### src/rtl/seq_multiplier.sv
// seq_multiplier: iterative shift-add multiplier, one multiplier bit per clock, signed/unsigned
module seq_multiplier #(
    parameter int WIDTH = 32
) (
    input  logic               clk,
    input  logic               rst,
    input  logic               start,
    input  logic               is_signed,
    input  logic [WIDTH-1:0]   in1,
    input  logic [WIDTH-1:0]   in2,
    output logic               busy,
    output logic               done,
    output logic [2*WIDTH-1:0] out
);
    localparam int CW = $clog2(WIDTH);
    typedef enum logic [1:0] {IDLE, RUN, FINISH} state_t;
    state_t state, state_nx;
    logic [WIDTH-1:0] mcand, mplier;
    logic neg;
    logic [2*WIDTH-1:0] acc;
    logic [CW-1:0] cnt;
    logic last;
    assign last = cnt == CW'(WIDTH - 1);
    assign busy = state != IDLE;
    // state register
    always_ff @(posedge clk) begin
        if (rst) state <= IDLE;
        else state <= state_nx;
    end
    // next state: accept start only when idle, WIDTH run cycles, one finish cycle
    always_comb begin
        state_nx = state;
        if (state == IDLE && start) state_nx = RUN;
        else if (state == RUN && last) state_nx = FINISH;
        else if (state == FINISH) state_nx = IDLE;
    end
    // datapath: capture magnitudes, accumulate partial products, apply sign at finish
    always_ff @(posedge clk) begin
        if (rst) begin
            mcand  <= '0;
            mplier <= '0;
            neg    <= 1'b0;
            acc    <= '0;
            cnt    <= '0;
            out    <= '0;
            done   <= 1'b0;
        end else begin
            done <= state == FINISH;
            if (state == IDLE && start) begin
                mcand  <= is_signed && in1[WIDTH-1] ? -in1 : in1;
                mplier <= is_signed && in2[WIDTH-1] ? -in2 : in2;
                neg    <= is_signed & (in1[WIDTH-1] ^ in2[WIDTH-1]);
                acc    <= '0;
                cnt    <= '0;
            end
            if (state == RUN) begin
                if (mplier[cnt]) acc <= acc + ({{WIDTH{1'b0}}, mcand} << cnt);
                cnt <= cnt + 1'b1;
            end
            if (state == FINISH) out <= neg ? -acc : acc;
        end
    end
endmodule

### config.mk
export PLATFORM = sky130hd
export DESIGN_NAME = seq_multiplier
export DESIGN_NICKNAME = d
export VERILOG_FILES = /design/src/rtl/seq_multiplier.sv
export SDC_FILE = /design/constraint.sdc
export NUM_CORES = 1
export LEC_CHECK = 0
export ABC_AREA = 0
export BUFFER_PORTS_ARGS = -buffer_cell sky130_fd_sc_hd__buf_2
export CAP_MARGIN = 10
export CORE_ASPECT_RATIO = 0.8
export CORE_UTILIZATION = 65
export DETAILED_ROUTE_END_ITERATION = 12
export PLACE_DENSITY = 0.92
export SYNTH_ARGS = -nofsm -noshare
export SYNTH_HDL_FRONTEND = slang
export SYNTH_SLANG_ARGS = --single-unit
### constraint.sdc
create_clock -name clk -period 14.88 [get_ports clk]
set_input_delay 1.488 -clock clk [delete_from_list [all_inputs] [get_ports clk]]
set_output_delay 1.488 -clock clk [all_outputs]
set_load 0.02 [all_outputs]
After elaboration in Yosys (flattened, before gate mapping) --
Cells that the tools add are included.
Storage, ports and cells: output and inout port bits 66, register bits after elaboration 201, input bits 68, word-level logic and storage cells 44
Operators by class: bitwise gates (word level) 2, muxes and demuxes 13, $lt $le $gt $ge 1, reductions and logical operators 10, eq/ne operators 3, shifts and indexed selects 1, $add $sub $neg 5
Operator list (count):
- $mux W64 | 4
- $add A64 B64 Y64 | 1
- $mux W32 | 2
- $neg A32 Y32 | 2
- $neg A64 Y64 | 1
- $shl A32 B5 Y64 | 1
- $mux W5 | 2
- $lt A5 B6 Y1 const B | 1
- $reduce_bool A2 Y1 | 3
- $add A5 B1 Y5 const B | 1
- $bmux W1 S5 | 1
- $eq A5 B5 Y1 const B | 1
- $logic_and A1 B1 Y1 | 4
- $mux W2 | 2
- $reduce_bool A3 Y1 | 1
- $eq A2 B1 Y1 const B | 1
- $eq A2 B2 Y1 const B | 1
- $logic_not A2 Y1 | 1
- $mux W1 | 2
- $reduce_or A2 Y1 | 1
- $and A1 B1 Y1 | 1
- $xor A1 B1 Y1 | 1

Depth between registers and ports, before layout --
depth after elaboration 5, mapped depth 22, depth with buffers taken out 18

Worst setup path after synthesis --
Ideal clock, no wire load.
path type register to register, from reg cnt[0], to reg acc[58], required time 14.806 ns, library setup time 0.074 ns, buffers on the path 4, data arrival time 4.634 ns, slack 10.172 ns, stages on the path, launching flop included 20, period minus slack after synthesis 4.708 ns, cells stage by stage dfxtp_1 > buf_2 > buf_2 > buf_1 > mux4_2 > mux2i_1 > nand2_1 > o21ai_0 > mux2i_1 > ha_1 > clkbuf_1 > nand2_1 > or3_1 > nor2_1 > nor4bb_1 > nor3_1 > o21ai_0 > a31oi_1 > xor2_1 > o21ai_0
On the way: longest elaborated chain between the ends 4, elaborated cells on any way between the ends 6, classes of those cells 1 x add/sub; 1 x shift; 4 x mux
Ends and longest elaborated chain:
- start, declared | line 21 | logic [CW-1:0] cnt;
- start signal, assigned | line 58 | cnt <= cnt + 1'b1;
- $shl A32 B5 Y64 / $bmux W1 S5 (equally long branches) | line 57 | if (mplier[cnt]) acc <= acc + ({{WIDTH{1'b0}}, mcand} << cnt);
- $add A64 B64 Y64 / $mux W1 (equally long branches) | line 57
- $mux W64 * | line 57
- $mux W64 * | line 56 | if (state == RUN) begin
- end signal, assigned | line 57
- end, declared | line 20 | logic [2*WIDTH-1:0] acc;
Every way passes the cells marked *; elsewhere a longest branch is shown, timed or not. The select of a mux whose other input is x is not followed. A chain may end at the register's enable or synchronous reset.

Worst setup path in the final report --
from reg cnt[1], to reg acc[63]
The elaborated chain is that of the path after synthesis.

==> results by group <==
STA
  • FMAX: 172 MHz
  • RSZ-0062 raised after global routing: false
  • Max Slew Vio Count: 0
  • Fin Setup TNS: 0 ns
  • Crit path time final: 5.82 ns
  • Slew @ Worst Pin: 1.24 ns
  • Relative slew slack: 16.9%
  • Crit share post-route: 39.1%
  • Min Hold Slack: 0.452 ns
  • Setup Skew: 0.00879 ns
  • Final setup fails: 0
  • Hold Fails Final Rpt: 0

Layout
  • Share of cells above drive strength 1: 13.3%
  • Final std cells w/o fill: 2335
  • Fin area: 16900 um^2
  • Area Overhead vs Synth: 9.17%
  • Most common cell after layout, fill and taps aside: nor2_1
  • Nets: 2148
  • N_diodes: 0
  • Commonest non-fill, non-tap cells in the layout: 223 x nor2_1, 216 x nand2_1, 197 x dfxtp_1

Clock network
  • CTS H-tree lvls: 1
  • Worst-path clk slew: 0.06 ns
  • CTS sink count: 201
  • Clock tree from TritonCTS: yes
  • Max Buffers Root-to-Sink: 3
  • Post_cts resized: 0
  • Root Driver: clkbuf_16
  • Cts hold-fix bufs: 0
  • Num CTS Buffers: 22
  • Clock Latency Late Sink: 0.52 ns
  • Post-CTS setup buffers: 0

Critical path
  • FF-to-FF path depth: 16
  • Crit path max fanout: 45
  • Critical path required time: 15.28 ns
  • Startpoint types: flop
  • Critical path endpoint category: flop
  • Kind of critical path: reg2reg
  • CP arrival: 6.22 ns

Die
  • Die area: 24400 um^2
  • Die width: 174 um
  • Initial core utilization: 66.2%
  • # IOs: 134
  • Cell row count: 50
  • Die Span Y: 140 um
  • Core area: 23300 um^2

Global routing
  • Total GRT Usage: 37.5%
  • Largest net degree at the start of global routing: 117
  • Number of global-route vias before repair: 14063
  • Initial antenna violation count: 0
  • Global route overflow: 0
  • Global-route wire length before repair: 74.7 mm

Synth
  • Syn Inst Count: 1977
  • Syn Std Cell Area: 15400 um^2
  • Mapped Nets: 2114
  • Register bit total from synthesis: 201
  • Synth Flop Type: dfxtp_1
  • Synth warn: 0
  • Post-synth EDFFs: 0
  • Mean Syn Cell Area: 7.81 um^2
  • Fraction of registers with async set/reset: 0%
  • Post-synth cell types: 72
  • Seq/Total Area, Yosys: 26.0%

Detailed routing
  • Drt wl/cell: 19.7 um
  • Final wirelength: 46.1 mm
  • Drt via density: 6.58
  • Initial DRC Count: 1443
  • TritonRoute pass-1 iters: 6
  • Antenna-violating nets left: 0
  • DRC: 0
  • Via count: 15368

Power
  • Leak: 6.67 nW
  • PD cells: 82.1 nW/um^2
  • Worst VDD drop: 0.0824 mV
  • Tot Pwr: 1.38 mW

Min path
  • Hold/Removal Path Class: reg2reg
  • Hold depth: 2

Placement
  • Port bufs: 133
  • Placed cell count: 2299
  • Placed cell areas: 16100 um^2
  • Detail Placement HPWL: 34.2 mm
  • GPL Wtd Cong: 1.04

Outcome
  • Status: finished clean

Run
  • Max_cap viols: 0
-- worst paths after layout --
kind                    from    endpoint  slack [ns]
hold / removal    mplier[30]  mplier[30]        0.45
hold reg to reg   mplier[30]  mplier[30]        0.45
setup / recovery      cnt[1]     acc[63]        9.06
setup reg to reg      cnt[1]     acc[63]        9.06
-- power by group --
group | total (mW) | switching, mW | internal [mW]
Combinational | 0.224 | 0.141 | 0.0833
Clock | 0.584 | 0.225 | 0.359
Sequential | 0.576 | 0.0216 | 0.555
-- registers in the layout (all words and copies together), names as in the netlist --
| register | count |
|---|---|
| cnt | 5 |
| acc | 64 |
| neg | 1 |
| mcand | 32 |
| out | 64 |
| mplier | 32 |
| state | 2 |
| done | 1 |
-- cell type report --
cell class	count	area, um^2
multi-input combinational	1605	10800
fill	1829	6470
sequential	201	4030
timing repair buffer	147	773
clock buffer	29	618
tap	312	390
clock inverter	7	139
inverter	34	128
-- cell families (layout without fill, tap and decap cells) --
family                   Yosys count  count (layout)  share of synthesized area [%]
buffers and inverters            171             217                           4.25
AND/OR/NAND/NOR                  665             665                           19.8
multiplexers                     110             110                           9.88
XOR/XNOR                         162             162                           9.19
adder cells (fa/ha/maj)           69              69                           5.64
AO/OA/AOI/OAI                    599             599                           25.2
flip-flops                       201             201                           26.0
-- layer usage --
layer / track usage [%] / up-vias / routed length, um / part of all wire [%]
li1: - / 7357 / - / -
met1: 52.9 / 7171 / 20400 / 44
met2: 59.2 / 732 / 20500 / 45
met3: 5.68 / 108 / 3800 / 8.2
met4: 10.5 / 0 / 1280 / 2.8
met5: 0 / - / 0 / 0
-- synthesized netlist by cell type, drive strengths merged, types with 4 or more instances --
library cell  count  area [um^2]
nand4            21          131
dfxtp           201         4020
inv              32          120
or3              28          180
nand2b           15         93.8
nand3            28          140
o21bai           19          143
buf              19         86.3
clkbuf          118          443
a31oi            17          106
a21o             40          300
nor2            224          841
xor2            104          911
and2              9         56.3
xnor2            58          508
o31ai            23          186
nor2b             6         37.5
a311oi            8         70.1
ha               68          851
nor3b             9         67.6
a221oi            5         43.8
or2              12         75.1
or4              22          173
a211oi          101          758
mux2             27          304
a21oi           164          825
and3             13         81.3
nand2           217          817
a211o             5         43.8
o21a             13         97.6
o41ai            22          208
o21ai           110          551
mux4             31          698
nor3             33          165
o22ai            17          106
nor4             18          113
o211ai           29          218
mux2i            52          524
a22oi             4         30.0
-- metrics by stage --
stage          worst slack [ns]  util, %
2_1_floorplan             10.17        -
3_3_place_gp               9.29     69.0
3_5_place_dp               9.32     69.0
4_1_cts                    9.27     72.3
5_1_grt                    8.72     72.3
6_report                   9.06     72.3
-- worst max-delay path, cell delays in order, from the launching register on --
cell and delay [ns]:
dfxtp_2 1.03, mux2_2 0.43, o21ai_0 0.47, nor2_1 0.09, a21oi_1 0.33, mux2_2 0.26
mux2i_1 0.08, ha_1 0.48, nand4_1 0.22, nor4_1 0.56, a22o_1 0.25, nor3b_1 0.06
a31oi_1 0.41, o21ai_0 0.39, nor2_1 0.19, o221ai_1 0.14, mux2_2 0.30
(Power assumes the default switching activity.)
